### src/rtl/led_pkg.sv
// Shared types and the code-to-LED decode used by the status LED driver.
package led_pkg;

  typedef enum logic [1:0] {
    STEADY = 2'd0,
    BLINK  = 2'd1,
    OFF    = 2'd2,
    TEST   = 2'd3
  } led_mode_t;

  // FREE: a new status may be loaded; HOLD: the displayed code is pinned.
  typedef enum logic {
    FREE = 1'b0,
    HOLD = 1'b1
  } hold_state_t;

  // Widest LED bank the decode function can describe (STATUS_W up to 8).
  localparam int unsigned LED_MAX_W = 255;

  // Code 0 -> no LED; code k -> only bit k-1, limited to 'width' LEDs.
  function automatic logic [LED_MAX_W-1:0] onehot_led(input int unsigned code,
                                                      input int unsigned width);
    logic [LED_MAX_W-1:0] pat;
    pat = '0;
    for (int unsigned i = 0; i < LED_MAX_W; i++) begin
      if ((i + 1 == code) && (i < width)) pat[i] = 1'b1;
    end
    return pat;
  endfunction

endpackage

### src/rtl/blink_timer.sv
// Free-running blink phase generator with a synchronous restart.
// phase starts high and toggles every BLINK_DIV cycles; 'wrap' flags the
// cycle on which the next edge will toggle it.
module blink_timer #(
  parameter int unsigned BLINK_DIV = 50_000_000
) (
  input  logic clk,
  input  logic reset_n,
  input  logic restart,
  output logic phase,
  output logic wrap
);

  localparam int unsigned CNT_W = (BLINK_DIV > 1) ? $clog2(BLINK_DIV) : 1;
  localparam logic [CNT_W-1:0] CNT_MAX = CNT_W'(BLINK_DIV - 1);

  logic [CNT_W-1:0] blink_cnt_q, blink_cnt_d;
  logic             phase_q, phase_d;

  // Next count/phase: restart wins, otherwise count and toggle on wrap.
  always_comb begin
    blink_cnt_d = blink_cnt_q;
    phase_d     = phase_q;
    if (restart) begin
      blink_cnt_d = '0;
      phase_d     = 1'b1;
    end else if (blink_cnt_q == CNT_MAX) begin
      blink_cnt_d = '0;
      phase_d     = ~phase_q;
    end else begin
      blink_cnt_d = blink_cnt_q + 1'b1;
    end
  end

  // Counter and phase registers.
  always_ff @(posedge clk or negedge reset_n) begin
    if (!reset_n) begin
      blink_cnt_q <= '0;
      phase_q     <= 1'b1;
    end else begin
      blink_cnt_q <= blink_cnt_d;
      phase_q     <= phase_d;
    end
  end

  assign phase = phase_q;
  assign wrap  = (blink_cnt_q == CNT_MAX);

endmodule

### src/rtl/status_led_driver.sv
// Drives a one-hot LED bank from a controller status code, with display
// modes, a minimum-hold stretcher and a one-cycle change strobe.
// LED and changed come straight from flops, computed from next-state values
// so a load or mode change is visible right after the edge that samples it.
module status_led_driver
  import led_pkg::*;
#(
  parameter int unsigned STATUS_W    = 2,
  parameter int unsigned BLINK_DIV   = 50_000_000,
  parameter int unsigned HOLD_CYCLES = 25_000_000
) (
  input  logic                       clk,
  input  logic                       reset_n,
  input  logic [STATUS_W-1:0]        status,
  input  logic [1:0]                 mode,
  output logic [(2**STATUS_W)-2:0]   LED,
  output logic                       changed
);

  localparam int unsigned LED_W  = (2 ** STATUS_W) - 1;
  localparam int unsigned HOLD_W = (HOLD_CYCLES > 0) ? $clog2(HOLD_CYCLES + 1) : 1;
  localparam logic [HOLD_W-1:0] HOLD_LOAD = HOLD_W'(HOLD_CYCLES);

  logic [STATUS_W-1:0] disp_q, disp_d;
  logic [HOLD_W-1:0]   hold_cnt_q, hold_cnt_d;
  logic [LED_W-1:0]    led_q, led_d;
  logic                changed_q, changed_d;
  hold_state_t         state;
  logic                load;
  logic                phase, wrap, phase_nxt;
  logic [LED_W-1:0]    pattern;
  led_mode_t           mode_e;

  blink_timer #(
    .BLINK_DIV (BLINK_DIV)
  ) u_blink (
    .clk     (clk),
    .reset_n (reset_n),
    .restart (load),
    .phase   (phase),
    .wrap    (wrap)
  );

  // Hold FSM: state is implied by the hold counter; loads only when FREE.
  always_comb begin
    state      = (hold_cnt_q == '0) ? FREE : HOLD;
    disp_d     = disp_q;
    hold_cnt_d = hold_cnt_q;
    load       = 1'b0;
    case (state)
      FREE: begin
        if (status != disp_q) begin
          load       = 1'b1;
          disp_d     = status;
          hold_cnt_d = HOLD_LOAD;
        end
      end
      HOLD: begin
        hold_cnt_d = hold_cnt_q - 1'b1;
      end
      default: begin
        hold_cnt_d = '0;
      end
    endcase
  end

  // Output decode from next-state display code, blink phase and mode.
  always_comb begin
    phase_nxt = load ? 1'b1 : (phase ^ wrap);
    pattern   = LED_W'(onehot_led(32'(disp_d), LED_W));
    mode_e    = led_mode_t'(mode);
    changed_d = load;
    case (mode_e)
      STEADY:  led_d = pattern;
      BLINK:   led_d = phase_nxt ? pattern : '0;
      OFF:     led_d = '0;
      TEST:    led_d = '1;
      default: led_d = '0;
    endcase
  end

  // Display, hold and output registers.
  always_ff @(posedge clk or negedge reset_n) begin
    if (!reset_n) begin
      disp_q     <= '0;
      hold_cnt_q <= '0;
      led_q      <= '0;
      changed_q  <= 1'b0;
    end else begin
      disp_q     <= disp_d;
      hold_cnt_q <= hold_cnt_d;
      led_q      <= led_d;
      changed_q  <= changed_d;
    end
  end

  assign LED     = led_q;
  assign changed = changed_q;

endmodule

### config.mk
export PLATFORM = sky130hd
export DESIGN_NAME = status_led_driver
export DESIGN_NICKNAME = d
export VERILOG_FILES = /design/src/rtl/led_pkg.sv /design/src/rtl/blink_timer.sv /design/src/rtl/status_led_driver.sv
export SDC_FILE = /design/constraint.sdc
export NUM_CORES = 1
export LEC_CHECK = 0
export CORE_ASPECT_RATIO = 2
export CORE_MARGIN = 4
export CORE_UTILIZATION = 35
export CTS_BUF_LIST = sky130_fd_sc_hd__clkbuf_4
export CTS_CLUSTER_DIAMETER = 200
export CTS_CLUSTER_SIZE = 20
export DETAILED_ROUTE_END_ITERATION = 8
export PLACE_DENSITY = 0.53
export SLEW_MARGIN = 10
export SYNTH_ARGS = -nofsm -noshare
export SYNTH_HDL_FRONTEND = slang
export SYNTH_SLANG_ARGS = --single-unit
### constraint.sdc
create_clock -name clk -period 3 [get_ports clk]
set_input_delay 0.3 -clock clk [delete_from_list [all_inputs] [get_ports clk]]
set_output_delay 0.3 -clock clk [all_outputs]
set_load 0.1 [all_outputs]
==> flow_summary_export.csv, run 1 <==
group,metric,value,unit
critical_path,r2r_slack,540,ps
floorplan,die_y,138,um
power_and_ir_drop,p_comb_frac,0.047,
grt,grt_overflow,0,
routing,wl_per_cell,15.9,um
finish,nets,328,
critical_path,cp_top_family,"simple AND/OR/NAND/NOR gates",
routing,first_pass_iters,4,
grt,grt_pass1_wl,11.4,mm
clock_tree,cts_root_buffer,"clkbuf_4",
run,max_cap_violations,0,
finish,multiInputGateArea,1440,sq um
logic_synthesis,ys_seq_area_frac,0.492,
timing,max_freq,406,MHz
logic_synthesis,ys.flop_type,"dfrtp_1",
clock_tree,cts_inserted_buffers,9,
power_and_ir_drop,clock_power_share,0.424,
logic_synthesis,synth_edf_count,0,
grt,grt_max_degree,34,
logic_synthesis,synthesis.area,2950,sq um
power_and_ir_drop,fin_total_pwr,0.00152,W
grt,antenna_found_initial,0,
timing,rsz0062_at_grt,"false",
place,gp_congestion,0.812,
finish,num_antenna_cells,0,
power_and_ir_drop,p_int,0.00116,W
routing,drt_wl_total,6.70,mm
place,io_buffer_count,9,
power_and_ir_drop,power_density,455,nW/um^2
logic_synthesis,post_synth.cell_area_avg,9.84,sq um
timing,period_share,0.821,
run_status,status,"finished clean",
timing,finalMaxSlewViolations,0,
clock_tree,clock_latency,430,ps
critical_path,worstPathArrival,2790,ps
grt,grt_pass1_vias,2308,
logic_synthesis,synth_nets,309,
place,place_area,3180,sq um
routing,ant_nets,0,
critical_path,crit_path_frequent_cell,"or4_4",
timing,slew_headroom,0.355,
timing,max_slew.worst_pin.slew,964,ps
clock_tree,clkSlewWorstSetupHoldPaths,110,ps
logic_synthesis,yosysWarningCount,0,
critical_path,crit_required,3330,ps
routing,first_iter_violations,67,
routing,vias_per_cell,5.41,
floorplan,core-area,8230,sq um
clock_tree,cts.sinks,58,
critical_path,crit_path_start_kind,"flip-flop",
logic_synthesis,async_flop_share,1.00,
clock_tree,cts_tree,"built",
critical_path,crit_fanout,12,
finish,drive_gt1_frac,0.111,
power_and_ir_drop,ir_drop,0.000337,V
timing,fin_skew,15.6,ps
grt,grt_usage,0.150,
clock_tree,cts.path.max_buffers,2,
timing,setup_viol,0,
logic_synthesis,syn_inst,300,
floorplan,die-area,10100,sq um
critical_path,slowest_delay,600,ps
logic_synthesis,synth_cell_types,46,
logic_synthesis,ys_ff_latch,58,
finish,fill_cells,851,
floorplan,fp.dieW,73.0,um
timing,fin_tns_setup,0,ps
critical_path,cp.buffers_inverters,0,
timing,final_hold_viol_count,0,
finish,area_growth,13.4,%
critical_path,cp_slowest_cell,"or4_4",
floorplan,start_util,0.359,
critical_path,crit_type,"flip-flop to flip-flop",
place,dp_hpwl,4.82,mm
floorplan,pin_count,10,
routing,drc,0,
power_and_ir_drop,seq_power_share,0.529,
timing,period_minus_slack,2460,ps
power_and_ir_drop,netSwitchingFraction,0.241,
floorplan,num_rows,47,
finish,ff_latch_area,1450,sq um
critical_path,crit_path_end_kind,"flip-flop",
routing,dr_total_vias,2284,
clock_tree,htreeDepth,3,
power_and_ir_drop,p_leak,1.38,nW
worst_hold_path,hold_path.class,"primary input to asynchronous set/reset pin",
power_and_ir_drop,p_sw,0.000367,W
critical_path,cp_cell_sequence,"or4_4, nand4b_4, or4_4, a41o_1, o31ai_1",
finish,final_cell_area,3350,sq um
## per-layer routing
metal  vias to the layer above  share of wire  global-route usage  wire (um)
met1                      1126           0.39               0.157       2620
met4                         0          0.023              0.0760        154
li1                       1117              -                   -          -
met2                        29           0.56               0.274       3750
met5                         -              0                   0          0
met3                        12          0.026              0.0327        175
## placed cells by master, fill, tap and decap left out, types with 11 or more instances in the layout
cell type / n
xor2_1: 11
nor3_1: 18
nor2_1: 46
nor4_1: 11
xnor2_1: 23
dfrtp_1: 57
nand3_1: 15
nand2_1: 15
## cell families (layout without fill, tap and decap cells)
family,count (synthesis),count (layout),share of synthesized area
AOI/OAI and AO/OA,30,30,0.0703
muxes,7,7,0.0237
xor gates and xnor gates,34,34,0.101
buffers and inverters,19,43,0.0250
and+or+nand+nor,149,149,0.275
DFF,58,58,0.492
adders and majority gates,3,3,0.0127
## final cells by class
class,instances,share of cell area
flip-flops and latches,58,0.434
multi-input cells,223,0.429
repair buffers,17,0.0426
well taps,98,0.0366
clock inverters,6,0.0243
clock buffers,10,0.0224
inverters,10,0.0112
## power by group through the flow
| stage | Clock (W) | Sequential [W] | Combinational [W] |
|---|---|---|---|
| finish | 0.000646 | 0.000806 | 0.0000717 |
| global route | 0.000700 | 0.000809 | 0.0000799 |
| CTS | 0.000669 | 0.000806 | 0.0000739 |
| detailed placement | 0 | 0.000821 | 0.0000731 |
| global placement | 0 | 0.000821 | 0.0000718 |
| floorplan | 0 | 0.000835 | 0.0000198 |
## path summary, 6_finish.rpt
path,start,endpoint,cells past startpoint
max in group asynchronous,reset_n,hold_cnt_q[18]$_DFFE_PN0P_,3
worst max register to register,hold_cnt_q[11]$_DFFE_PN0P_,LED[1]$_DFF_PN0_,5
worst min register to register,hold_cnt_q[14]$_DFFE_PN0P_,hold_cnt_q[14]$_DFFE_PN0P_,1
worst max-delay path,hold_cnt_q[11]$_DFFE_PN0P_,LED[1]$_DFF_PN0_,5
worst min-delay path,reset_n,u_blink.blink_cnt_q[16]$_DFF_PN0_,2
min in group clk,hold_cnt_q[14]$_DFFE_PN0P_,hold_cnt_q[14]$_DFFE_PN0P_,1
## cell usage after synthesis, types with 7 or more instances
library cell,count,area share
nor3_1,18,0.031
nand2_1,15,0.019
nand3_1,15,0.025
nand4_1,7,0.015
a21oi_1,10,0.017
or3_1,8,0.017
nor4_1,11,0.023
inv_1,10,0.013
nor2_1,46,0.058
dfrtp_1,57,0.48
xor2_1,11,0.033
xnor2_1,23,0.068
mux2i_1,7,0.024
## registers in the layout, summed over array words and instances, names as in the netlist
name,flops
u_blink.blink_cnt_q,26
changed,1
disp_q,2
hold_cnt_q,25
LED,3
u_blink.phase,1
## metrics by stage
step / util / worst slack, ps / instances / hold slack, ps
5_1_grt: 0.407 / 277 / 422 / 530
4_1_cts: 0.407 / 524 / 422 / 488
6_report: 0.407 / 537 / 422 / 467
2_1_floorplan: - / 677 / 300 / 4.41
3_3_place_gp: 0.387 / 591 / 405 / 422
3_5_place_dp: 0.387 / 544 / 405 / 427
## repair_timing
item                                   CTS  global route
endpoints found under the hold margin   30             0
hold buffers                             1             0
buffers inserted                         0             0
resized for setup                        0             0
Note: power is estimated with default switching activity, not from simulation.
==> run 2, diff against run 1 <==
Clock period 3 ns to 2.5 ns, I/O delays scaled along.
==> run 2 against run 1 <==
  * Register-to-register slack worse by 450 ps
  * Via count is 0.44% higher
  * Clock-buffer cell count is 1 lower
  * Sequential share of layout area down 1.5 points
  * Worst hold slack lost 180 ps
  * Critical path type unchanged
  * Largest cell class unchanged
==> flow_summary_export.csv, run 2 (same netlist as run 1, synthesis figures left out) <==
group,metric,value,unit
critical_path,crit_type,"flip-flop to flip-flop",
clock_tree,cts_tree,"built",
timing,final_hold_viol_count,0,
routing,dr_total_vias,2294,
timing,max_slew.worst_pin.slew,628,ps
clock_tree,cts.sinks,58,
place,gp_congestion,0.768,
floorplan,pin_count,10,
finish,drive_gt1_frac,0.163,
floorplan,die-area,10100,sq um
grt,grt_pass1_vias,2499,
critical_path,crit_path_end_kind,"flip-flop",
finish,ff_latch_area,1450,sq um
grt,grt_pass1_wl,11.8,mm
grt,grt_overflow,0,
clock_tree,cts.path.max_buffers,2,
timing,hold_ws,291,ps
timing,finalMaxSlewViolations,0,
critical_path,rr_worst_depth,6,
routing,drt_wl_total,6.86,mm
finish,largest_register_ffs,26,
finish,nets,341,
floorplan,die_y,138,um
routing,first_pass_iters,4,
routing,first_iter_violations,117,
finish,multiInputGateArea,1450,sq um
critical_path,crit_fanout,5,
finish,fill_cells,843,
floorplan,start_util,0.359,
run,max_cap_violations,0,
grt,grt_max_degree,26,
timing,fin_tns_setup,0,ps
routing,vias_per_cell,5.27,
critical_path,r2r-end,"LED[1]$_DFF_PN0_",
timing,setup_slack,88.2,ps
critical_path,worstPathArrival,2740,ps
timing,fin_skew,6.44,ps
clock_tree,clock_latency,410,ps
timing,setup_viol,0,
power_and_ir_drop,ir_drop,0.000198,V
critical_path,cp_slowest_cell,"or4b_2",
routing,drc,0,
finish,area_growth,17.6,%
place,dp_hpwl,5.21,mm
finish,largest_register,"u_blink.blink_cnt_q",
clock_tree,cts_root_buffer,"clkbuf_4",
timing,period_share,0.965,
critical_path,crit_path_start_kind,"flip-flop",
routing,wl_per_cell,15.8,um
timing,period_minus_slack,2410,ps
clock_tree,htreeDepth,3,
place,dp_cells,418,
floorplan,num_rows,47,
place,dp_slack,80.5,ps
power_and_ir_drop,fin_total_pwr,0.00184,W
worst_hold_path,hold_path.class,"primary input to asynchronous set/reset pin",
grt,antenna_found_initial,0,
finish,layout_commonest_cell,"dfrtp_1",
critical_path,r2r_slack,90,ps
critical_path,cp_cell_sequence,"inv_1, ha_2, or4b_2, or4_4, a41o_1, o31ai_1",
timing,rsz0062_at_grt,"false",
timing,slew_headroom,0.578,
floorplan,core-area,8230,sq um
place,io_buffer_count,9,
floorplan,fp.dieW,73.0,um
power_and_ir_drop,p_leak,1.45,nW
routing,ant_nets,0,
finish,num_antenna_cells,0,
timing,max_freq,415,MHz
critical_path,crit_required,2830,ps
finish,final_cell_mix,"dfrtp_1 (57), nor2_1 (46), xnor2_1 (23), buf_4 (23), nor3_1 (18)",
critical_path,regToRegStartpoint,"hold_cnt_q[0]$_DFFE_PN0P_",
grt,grt_usage,0.156,
critical_path,cp.buffers_inverters,1,
critical_path,cp_top_family,"simple AND/OR/NAND/NOR gates",
critical_path,slowest_delay,610,ps
clock_tree,postCtsSetupBuffers,0,
run_status,status,"finished clean",
clock_tree,clkSlewWorstSetupHoldPaths,110,ps
finish,instances_no_fill,435,
power_and_ir_drop,power_density,529,nW/um^2
clock_tree,cts_inserted_buffers,9,
[run 2: cell types whose count changed in the layout (fill, tap and decap cells not counted), sizes merged]
cell / before / now
buf: 10 / 25
clkbuf: 10 / 9
clkdlybuf4s50: 6 / 4
clkinvlp: 1 / 2
[run 2: final cells by class]
cell class              count  area share
clock buffers               9      0.0195
clock inverters             7      0.0270
inverters                  10      0.0108
multi-input cells         223       0.418
flip-flops and latches     58       0.418
well taps                  98      0.0353
repair buffers             30      0.0713
[run 2: worst max path at each step]
| stage | to | start | depth (start not counted) | slack, ps |
|---|---|---|---|---|
| 2_1_floorplan | LED[1]$_DFF_PN0_ | hold_cnt_q[0]$_DFFE_PN0P_ | 6 | 180 |
| 3_3_place_gp | LED[1]$_DFF_PN0_ | hold_cnt_q[0]$_DFFE_PN0P_ | 8 | 120 |
| 3_5_place_dp | LED[1]$_DFF_PN0_ | hold_cnt_q[0]$_DFFE_PN0P_ | 6 | 80 |
| 4_1_cts | LED[1]$_DFF_PN0_ | hold_cnt_q[0]$_DFFE_PN0P_ | 6 | 60 |
| 5_1_grt | LED[1]$_DFF_PN0_ | hold_cnt_q[0]$_DFFE_PN0P_ | 6 | 4 |
| 6_report | LED[1]$_DFF_PN0_ | hold_cnt_q[0]$_DFFE_PN0P_ | 6 | 90 |
[run 2: per-stage QoR]
stage / utilization / instance area [sq um]
finish: 0.422 / 3470
global route: 0.422 / 3470
CTS: 0.420 / 3460
detailed placement: 0.399 / 3290
global placement: 0.399 / 3290
floorplan: - / 2950
[run 2: routing by layer]
metal | global-route usage | wire [um] | up-vias
li1 | - | - | 1134
met1 | 0.158 | 2540 | 1105
met2 | 0.277 | 3800 | 31
met3 | 0.0421 | 205 | 24
met4 | 0.0945 | 320 | 0
met5 | 0 | 0 | -
[run 2: where the power goes]
group          leakage (nW)  internal [W]  switching [W]
clock network        0.0819      0.000403       0.000380
logic                 0.648     0.0000282      0.0000605
registers             0.720      0.000952      0.0000152
total                  1.45       0.00138       0.000456
[run 2: what timing repair did]
action	CTS	global route
setup endpoints to repair	0	5
hold buffers	1	0
endpoints found under the hold margin	17	0
gates resized for setup	0	3
==> run 3, diff against run 2 <==
--- a/constraint.sdc
+++ b/constraint.sdc
@@ -3,2 +3,2 @@
 set_output_delay 0.25 -clock clk [all_outputs]
-set_load 0.1 [all_outputs]
+set_load 0.01 [all_outputs]
==> run 3 against run 2 <==
  * Design area up 0.25%
  * Worst hold slack improved by 110 ps
  * Cell count decreased by 0.23%
  * Register-to-register slack about the same
  * Sequential share of layout area fell by 0.11 points
  * Clock power rose by 0.8%
  * Global-route usage fell by 0.37 points
==> flow_summary_export.csv, run 3 (same netlist as run 1, synthesis figures left out) <==
group,metric,value,unit
finish,final_cell_area,3480,sq um
critical_path,crit_type,"flip-flop to flip-flop",
power_and_ir_drop,p_leak,1.44,nW
timing,max_freq,414,MHz
critical_path,crit_path_start_kind,"flip-flop",
place,gp_congestion,0.793,
routing,wl_per_cell,15.7,um
finish,largest_register_ffs,26,
floorplan,fp.dieW,73.0,um
clock_tree,cts_tree,"built",
timing,final_hold_viol_count,0,
critical_path,r2r-end,"LED[2]$_DFF_PN0_",
grt,antenna_found_initial,0,
finish,area_growth,17.9,%
worst_hold_path,hold_path.class,"primary input to asynchronous set/reset pin",
power_and_ir_drop,ir_drop,0.000260,V
critical_path,crit_path_end_kind,"flip-flop",
floorplan,die_y,138,um
critical_path,worstPathArrival,2750,ps
routing,drt_wl_total,6.79,mm
critical_path,regToRegStartpoint,"hold_cnt_q[0]$_DFFE_PN0P_",
timing,period_minus_slack,2420,ps
grt,grt_pass1_wl,11.4,mm
clock_tree,clock_latency,430,ps
power_and_ir_drop,power_density,524,nW/um^2
clock_tree,cts_inserted_buffers,9,
clock_tree,cts_root_buffer,"clkbuf_4",
power_and_ir_drop,fin_total_pwr,0.00183,W
clock_tree,htreeDepth,3,
clock_tree,clkSlewWorstSetupHoldPaths,100,ps
grt,grt_pass1_vias,2364,
timing,fin_skew,13.2,ps
floorplan,num_rows,47,
finish,fin_util,0.423,
timing,rsz0062_at_grt,"false",
timing,fin_tns_setup,0,ps
finish,layout_commonest_cell,"dfrtp_1",
routing,first_pass_iters,4,
grt,grt_max_degree,31,
floorplan,start_util,0.359,
floorplan,die-area,10100,sq um
place,io_buffer_count,9,
critical_path,r2r_slack,80,ps
timing,slew_headroom,0.531,
clock_tree,cts.sinks,58,
timing,max_slew.worst_pin.slew,704,ps
critical_path,crit_required,2840,ps
finish,num_antenna_cells,0,
timing,finalMaxSlewViolations,0,
finish,final_cell_mix,"dfrtp_1 (57), nor2_1 (46), xnor2_1 (23)",
timing,period_share,0.967,
place,place_area,3300,sq um
routing,ant_nets,0,
finish,nets,340,
routing,drc,0,
floorplan,pin_count,10,
routing,dr_total_vias,2330,
finish,largest_register,"u_blink.blink_cnt_q",
grt,grt_overflow,0,
routing,first_iter_violations,113,
critical_path,startpoint,"hold_cnt_q[0]$_DFFE_PN0P_",
place,dp_hpwl,5.01,mm
critical_path,rr_worst_depth,6,
floorplan,core-area,8230,sq um
finish,drive_gt1_frac,0.143,
run_status,status,"finished clean",
timing,setup_viol,0,
critical_path,crit_fanout,5,
routing,vias_per_cell,5.37,
clock_tree,cts.path.max_buffers,2,
grt,grt_usage,0.152,
run,max_cap_violations,0,
timing,hold_ws,405,ps
## run 3: changes by cell type in the layout (fill, tap and decap cells not counted), sizes merged
cell,before,now
clkbuf,9,11
clkdlybuf4s50,4,8
clkinv,3,1
buf,25,20
## run 3: timing repair
action                                  4_1_cts  5_1_grt
hold buffers                                  1        0
endpoints found under the setup margin        0        2
gates resized for setup                       0        2
buffers inserted                              0        1
hold endpoints to repair                     28        0
## run 3: report_power, final
part,switching (W),internal [W]
Clock,0.000365,0.000425
Sequential,0.0000150,0.000952
Combinational,0.0000404,0.0000289
## run 3: routing by layer
metal | part of all wire | GRT usage
met5 | 0 | 0
met4 | 0.027 | 0.0893
met3 | 0.030 | 0.0327
met2 | 0.57 | 0.277
met1 | 0.37 | 0.155
## run 3: per-stage QoR
step | cells | setup WS, ps
after global routing | 434 | 4.94
after detailed placement | 416 | 102
after global placement | 416 | 141
after floorplan | 300 | 177
after CTS | 433 | 88.9
final | 434 | 82.5
## run 3: worst max-delay path: stages, from the launching register on
cell and delay [ps]:
dfrtp_1 410, inv_1 90, ha_2 210, or4b_2 610, or4_4 510, a41o_1 260
o31ai_1 230
## run 3: worst max-delay path by stage
stage	endpoint	slack [ps]	cells after the start
6_report	LED[2]$_DFF_PN0_	80	6
5_1_grt	LED[2]$_DFF_PN0_	5	6
4_1_cts	LED[1]$_DFF_PN0_	90	6
3_5_place_dp	LED[1]$_DFF_PN0_	100	6
3_3_place_gp	LED[2]$_DFF_PN0_	140	6
2_1_floorplan	LED[1]$_DFF_PN0_	180	6
## run 3: final cells by class
type / count / area (sq um)
fill: 838 / 4750
sequential: 58 / 1450
multi-input combinational: 223 / 1450
timing repair buffer: 29 / 263
tap: 98 / 123
clock buffer: 11 / 82.6
clock inverter: 5 / 78.8
inverter: 10 / 37.5
